**src/rtl/blinking_led_multi.sv**
```systemverilog
// N-channel LED blinker: one shared tick prescaler feeds per-channel interval
// counters. Each channel runs OFF, ON, BLINK or ONESHOT, and sync realigns all channels.
module blinking_led_multi #(
    parameter int N_CH     = 4,
    parameter int W        = 16,
    parameter int TICK_DIV = 100000
) (
    input  logic              clk,
    input  logic              reset,
    input  logic [N_CH*W-1:0] reg_in,
    input  logic [2*N_CH-1:0] mode,
    input  logic              sync,
    output logic [N_CH-1:0]   led,
    output logic [N_CH-1:0]   busy
);

    localparam int PW = (TICK_DIV > 1) ? $clog2(TICK_DIV) : 1;
    localparam logic [PW-1:0] PRESC_MAX = PW'(TICK_DIV - 1);

    localparam logic [1:0] MODE_OFF     = 2'b00;
    localparam logic [1:0] MODE_ON      = 2'b01;
    localparam logic [1:0] MODE_BLINK   = 2'b10;
    localparam logic [1:0] MODE_ONESHOT = 2'b11;

    logic [PW-1:0] presc_reg;
    logic          tick;

    assign tick = (presc_reg == PRESC_MAX);

    always_ff @(posedge clk) begin
        if (reset) begin
            presc_reg <= '0;
        end else if (sync || tick) begin
            presc_reg <= '0;
        end else begin
            presc_reg <= presc_reg + 1'b1;
        end
    end

    genvar gi;
    generate
        for (gi = 0; gi < N_CH; gi = gi + 1) begin : g_ch
            logic [1:0]   mode_q_reg;
            logic [W-1:0] cnt_reg;
            logic         led_reg;
            logic         busy_reg;
            logic [1:0]   mode_i;
            logic [W-1:0] interval;
            logic         at_end;

            assign mode_i   = mode[2*gi +: 2];
            assign interval = reg_in[gi*W +: W];
            // A zero interval counts as already expired so interval-1 never wraps.
            assign at_end   = (interval == '0) || (cnt_reg >= interval - 1'b1);

            always_ff @(posedge clk) begin
                if (reset) begin
                    mode_q_reg <= MODE_OFF;
                    cnt_reg    <= '0;
                    led_reg    <= 1'b0;
                    busy_reg   <= 1'b0;
                end else if (mode_i != mode_q_reg) begin
                    mode_q_reg <= mode_i;
                    cnt_reg    <= '0;
                    case (mode_i)
                        MODE_ON: begin
                            led_reg  <= 1'b1;
                            busy_reg <= 1'b0;
                        end
                        MODE_ONESHOT: begin
                            led_reg  <= (interval != '0);
                            busy_reg <= (interval != '0);
                        end
                        default: begin
                            led_reg  <= 1'b0;
                            busy_reg <= 1'b0;
                        end
                    endcase
                end else if (sync) begin
                    // A busy oneshot restarts simply by clearing its count; led/busy are already high.
                    cnt_reg <= '0;
                    if (mode_q_reg == MODE_BLINK) begin
                        led_reg <= 1'b0;
                    end
                end else if (tick) begin
                    case (mode_q_reg)
                        MODE_BLINK: begin
                            if (interval == '0) begin
                                led_reg <= 1'b0;
                                cnt_reg <= '0;
                            end else if (at_end) begin
                                led_reg <= ~led_reg;
                                cnt_reg <= '0;
                            end else begin
                                cnt_reg <= cnt_reg + 1'b1;
                            end
                        end
                        MODE_ONESHOT: begin
                            if (busy_reg) begin
                                if (at_end) begin
                                    led_reg  <= 1'b0;
                                    busy_reg <= 1'b0;
                                    cnt_reg  <= '0;
                                end else begin
                                    cnt_reg <= cnt_reg + 1'b1;
                                end
                            end
                        end
                        default: begin
                            cnt_reg <= '0;
                        end
                    endcase
                end
            end

            assign led[gi]  = led_reg;
            assign busy[gi] = busy_reg;
        end
    endgenerate

endmodule

```
**config.mk**
```make
export PLATFORM = sky130hd
export DESIGN_NAME = blinking_led_multi
export DESIGN_NICKNAME = d
export VERILOG_FILES = /design/src/rtl/blinking_led_multi.sv
export SDC_FILE = /design/constraint.sdc
export NUM_CORES = 1
export LEC_CHECK = 0
export BUFFER_PORTS_ARGS = -buffer_cell sky130_fd_sc_hd__buf_2
export CAP_MARGIN = 40
export CORE_AREA = 5 5 152 154
export CTS_BUF_LIST = sky130_fd_sc_hd__clkbuf_8
export DETAILED_ROUTE_END_ITERATION = 10
export DIE_AREA = 0 0 157 159
export PLACE_DENSITY = 0.57
export SLEW_MARGIN = 30
export SYNTH_ARGS = -nofsm -noshare
export SYNTH_HDL_FRONTEND = slang
export SYNTH_SLANG_ARGS = --single-unit
```
**constraint.sdc**
```tcl
create_clock -name clk -period 4.5 [get_ports clk]
set_input_delay 0.225 -clock clk [delete_from_list [all_inputs] [get_ports clk]]
set_output_delay 0.225 -clock clk [all_outputs]
set_load 0.05 [all_outputs]
```
Word-level counts from Yosys, hierarchy flattened:

Cells that the tools add are included.

* bits in registers: 97
* input bits: 75
* output and inout bits: 8
* logic and storage cells: 209

* $add $sub $neg: 9
* $lt $le $gt $ge: 4
* equal/unequal tests: 45
* multiplexer cells: 84
* bitwise gates (word level): 4
* reductions and logical operators: 46

Operator list (count)
* 2-to-1 mux 16 bit: 12
* one-hot mux 16 bit (2 select lines): 4
* adder 16 x 1 -> 16 bit, second input constant: 4
* >= comparator 16 bit: 4
* zero test 16 bit: 4
* nonzero test 16 bit: 4
* subtractor 16 x 1 -> 16 bit, second input constant: 4
* 2-to-1 mux 1 bit: 60
* inequality test 4 bit, second input constant: 8
* == test 2 bit, second input constant: 12
* AND reduction 6 bit: 4
* nonzero test 3 bit: 8
* adder 17 x 1 -> 17 bit, second input constant: 1
* == test 17 bit, second input constant: 1
* one-hot mux 1 bit (2 select lines): 8
* nonzero test 2 bit: 8
* inequality test 3 x 1 -> 1 bit, second input constant: 4
* AND reduction 3 bit: 4
* OR reduction 3 bit: 4
* inequality test 5 x 4 -> 1 bit, second input constant: 2
* inequality test 5 bit, second input constant: 2
* == test 2 x 1 -> 1 bit, second input constant: 4
* inequality test 2 x 1 -> 1 bit, second input constant: 4
* inequality test 2 bit: 4
* other kinds (5): 18

Depth between registers and ports, before layout:

* word-level depth: 9
* gate-level depth with buffers: 13
* depth with buffers taken out: 12

Worst setup path after synthesis:

No wires, ideal clock.

* kind: in2reg
* start point: input reg_in[3]
* end point: register g_ch[0].cnt_reg[6]
* library setup time: 0.074 ns
* arrival: 3.292 ns
* required time: 4.426 ns
* slack: 1.134 ns
* cell stages on the path: 13
* path buffers: 1
* cells stage by stage: or4_4 -> nor3_1 -> nand2_1 -> nor4_1 -> xnor2_1 -> ha_1 -> o21ai_0 -> nor2_1 -> a2111o_2 -> a21oi_2 -> clkbuf_1 -> nand3_1 -> a31oi_1

* word-level cells in the longest chain between the ends: 6
* elaborated cells on any way between the ends: 8
* those cells by class: 1 x add/sub; 1 x order compare; 4 x mux; 2 x reduce/logical

Ends and longest elaborated chain
* start, declared: line 10 `input logic [N_CH*W-1:0] reg_in,`
* subtractor 16 x 1 -> 16 bit: line 54 `assign at_end = (interval == '0) || (cnt_reg >= interval - 1'b1);`
* >= comparator 16 bit: line 54
* logical OR 1 bit: line 54
* 2-to-1 mux 16 bit: line 91, 100
* 2-to-1 mux 16 bit (on tied branches): line 99, 88
* one-hot mux 16 bit (2 select lines) *: line 86 `case (mode_q_reg)`
* end signal, assigned: line 95 `cnt_reg <= cnt_reg + 1'b1;`
* end signal, assigned: line 105 `cnt_reg <= cnt_reg + 1'b1;`
* end, declared: line 44 `logic [W-1:0] cnt_reg;`

Mark *: on every way between the ends. The rest lies on a longest branch, timed or not. The select of a mux whose other input is x is not followed.
A chain may end at the register's enable or synchronous reset.

Worst setup path after layout:

* start point: input reg_in[3]
* end point: register g_ch[0].led_reg

* word-level cells in the longest chain between the ends: 6
* elaborated cells on any way between the ends: 14
* those cells by class: 1 x add/sub; 1 x order compare; 2 x eq/ne; 6 x mux; 4 x reduce/logical

Ends and longest elaborated chain
* branches (longest 6 deep; another with subtractor 16 x 1 -> 16 bit)
* end signal, assigned: line 71 `led_reg <= (interval != '0);`
* end signal, assigned: line 92 `led_reg <= ~led_reg;`
* end, declared: line 45 `logic led_reg;`

Parallel ways; which one is timed is not known. The select of a mux whose other input is x is not followed.

==> impl_metrics.py <==
metrics = {
    "clock_network": {
        "cts_tree": "done",
        "cts_buffer_depth": 2,
        "cts_buffers": 9,
        "htree_levels": 3,
        "cts_hold_buffers": 0,
        "cts_setup_buffers": 0,
        "cts_resized": 0,
        "clkTransAtPathRegs_ns": 0.09,
        "clock_latency_ns": 0.37,
        "clock-sinks": 97,
        "cts-root-buf": "clkbuf_8",
    },
    "cells_and_area": {
        "nets": 1155,
        "finalInstanceArea_sq_um": 8320,
        "syn2layout_area_growth_pct": 11.9,
        "largest_reg_flops": 64,
        "antennaDiodeCount": 0,
        "drive_gt1_share_pct": 12.1,
    },
    "pwr": {
        "p_leak_uw": 0.00296,
        "swShare_pct": 28.1,
        "peakVddDrop_v": 0.000124,
        "p_sw_uw": 485,
        "share_seq_of_total_power_pct": 51.0,
        "power_frac_clock_pct": 34.1,
        "p_per_area_nw_per_um2": 208,
        "p_comb_share_pct": 14.9,
        "power.internal_uw": 1240,
    },
    "detailed_routing": {
        "wirelength_mm": 18.1,
        "routed-via-count": 6664,
        "detail_route.vias_per_cell": 5.17,
        "first_pass_iters": 4,
        "post_drt_wl_per_cell_um": 14.1,
        "drt_iter0_drc": 356,
        "drc": 0,
        "ant_nets": 0,
    },
    "sta": {
        "period_share_pct": 82.5,
        "clock_skew_ns": 0.0109,
        "tns_ns": 0,
        "timing.final.crit_period_ns": 3.71,
        "final_max_slew_viol_count": 0,
        "finalHoldViolCount": 0,
        "worstMarginPinSlew_ns": 0.712,
        "finalSetupViolations": 0,
        "fmax_mhz": 269,
        "relSlewSlack_pct": 52.1,
        "rsz0062_at_grt": "false",
    },
    "global_routing": {
        "track_usage_pct": 14.3,
        "grt_max_degree": 23,
        "grt_pass1_wl_mm": 30.1,
        "antenna_found_initial": 0,
        "overflow": 0,
        "grt_pass1_vias": 6222,
    },
    "min_path": {
        "whs_path_depth": 2,
        "min_to": "g_ch[2].mode_q_reg[1]$_SDFFE_PP0P_",
        "min-delay-start": "mode[5]",
        "hp-class": "in2reg",
    },
    "critical_path": {
        "cp.required_ns": 4.77,
        "ff2ff_setup_slack_ns": 1.80,
        "r2r_cells": 8,
        "start_kind": "input port",
        "critPathSlowestCell": "or4_4",
        "end_kind": "flop",
        "crit_chain": "buf_2, or4_4, nor3_1, nand2_1, nor3_1, xnor2_1, ha_1, a211oi_1, nor2_1, a2111o_2, a21oi_2, o41ai_2, mux2_1",
        "path_max_fanout": 16,
        "r2r-end": "g_ch[0].led_reg$_SDFFE_PP0P_",
        "cp.arrival_ns": 3.98,
        "setup.worst_path.class": "in2reg",
        "crit_path_max_incr_delay_ns": 0.57,
        "r2r_start": "g_ch[0].cnt_reg[0]$_SDFFE_PP0P_",
        "crit_path_frequent_cell": "nor3_1",
    },
    "flow_run": {
        "drv_cap": 0,
    },
    "synth": {
        "synthTopCellsByArea": "dfxtp_1 26%, ha_1 13%, xnor2_1 9.0%",
        "syn_inst": 928,
        "synth_area_leader_cell": "dfxtp_1",
        "syn_area_per_cell_sq_um": 8.01,
        "synth.distinct_cells": 67,
        "synth_edf_count": 0,
        "yosys_warnings": 0,
        "syn_nets": 1080,
        "mappedNetlistArea_sq_um": 7440,
        "ys.flop_type": "dfxtp_1",
        "synth_seq_area_share_pct": 26.1,
        "synth-seq-cells": 97,
        "synthArstFlopShare_pct": 0,
        "synth_top_area_share_pct": 26.1,
    },
    "place": {
        "place_area_sq_um": 8110,
        "dp_hpwl_mm": 14.3,
        "globalplace.congestion": 0.814,
        "io_buffers": 82,
    },
    "floorplan": {
        "start_util_pct": 34.5,
        "core_region_area_sq_um": 21600,
        "die_w_um": 157,
        "die-area_sq_um": 25000,
        "die_h_um": 159,
        "io_pins": 83,
        "num_rows": 54,
    },
    "outcome": {
        "status": "finished clean",
    },
}
==> metrics by stage <==
| step | std cells | power, uW | util, % | hold WS (ns) | setup WS (ns) |
|---|---|---|---|---|---|
| after global routing | 1288 | 1810 | 38.6 | 0.133 | 0.363 |
| final | 1288 | 1730 | 38.6 | 0.137 | 0.789 |
| after CTS | 1287 | 1760 | 38.6 | 0.115 | 0.789 |
| after global placement | 1270 | 1160 | 37.6 | 0.451 | 0.445 |
| after detailed placement | 1271 | 1160 | 37.6 | 0.454 | 0.389 |
| after floorplan | 928 | 1060 | - | 0.304 | 1.13 |
==> critical path, delay by kind of cell <==
| family | cells | cell delay, ns |
|---|---|---|
| simple gates | 5 | 1.45 |
| xor+xnor | 1 | 0.15 |
| compound gates | 4 | 1.44 |
| fa+ha+maj | 1 | 0.26 |
| mux | 1 | 0.33 |
| buf+inv | 1 | 0.12 |
==> power by group through the flow <==
stage / logic, uW / clock network, uW / registers (uW)
floorplan: 168 / 0 / 897
global placement: 255 / 0 / 902
detailed placement: 259 / 0 / 902
CTS: 260 / 616 / 882
global route: 288 / 643 / 883
finish: 258 / 589 / 882
==> layout make-up <==
cell class,instances,area [sq um]
Multi-Input combinational cell,773,5240
Inverter,34,128
Fill cell,2247,13200
Clock buffer,10,138
Timing Repair Buffer,88,459
Tap cell,280,350
Sequential cell,97,1940
Clock inverter,6,65.1
==> per-layer routing <==
| metal | GRT usage [%] | vias to the layer above | wire length [um] |
|---|---|---|---|
| met1 | 20.1 | 3039 | 9000 |
| met5 | 0 | - | 0 |
| li1 | - | 3521 | - |
| met2 | 23.0 | 92 | 8350 |
| met4 | 3.67 | 0 | 193 |
| met3 | 1.77 | 12 | 575 |
==> cells in the final DEF, fill, tap and decap left out, types with 5 or more instances in the layout <==
cell type,n
and3_1,14
nor3_1,56
nor2b_1,11
ha_1,77
clkbuf_8,10
and4_1,8
o21ai_1,5
nand3_1,47
a31oi_1,10
inv_1,34
nor2_1,102
nor4b_1,5
nand4_1,29
a211oi_1,6
a21oi_1,35
buf_2,82
nand2_1,94
o21a_1,7
buf_4,5
or3_1,9
xor2_1,44
nor4_1,28
o21ai_0,15
xnor2_1,76
nand2b_1,8
and2_1,5
dfxtp_1,97
==> cells in the mapped netlist (all sizes together), types with 29 or more instances <==
library cell and instances:
nor4 32, inv 34, dfxtp 97, xnor2 76, nand2 94, ha 77, a21oi 37, nand4 29
nor2 102, nor3 57, xor2 44, nand3 47
==> worst max path at each step <==
stage               startpoint                               to  slack (ns)  cells past startpoint
finish               reg_in[3]     g_ch[0].led_reg$_SDFFE_PP0P_        0.79                     13
floorplan            reg_in[3]  g_ch[0].cnt_reg[6]$_SDFFE_PP0P_        1.13                     13
detailed placement   reg_in[3]     g_ch[0].led_reg$_SDFFE_PP0P_        0.39                     13
CTS                  reg_in[3]     g_ch[0].led_reg$_SDFFE_PP0P_        0.79                     13
global placement     reg_in[3]     g_ch[0].led_reg$_SDFFE_PP0P_        0.45                     13
global route         reg_in[3]  g_ch[0].cnt_reg[2]$_SDFFE_PP0P_        0.36                     13
==> logic make-up after synthesis <==
group,count (synthesis),synth area share [%]
flops,97,26.1
mux,4,0.555
fa+ha+maj,77,13.0
compound gates,125,11.6
simple gates,447,31.2
buf+inv,58,3.43
xor+xnor,120,14.1
Power figures use the tool's default switching activity.
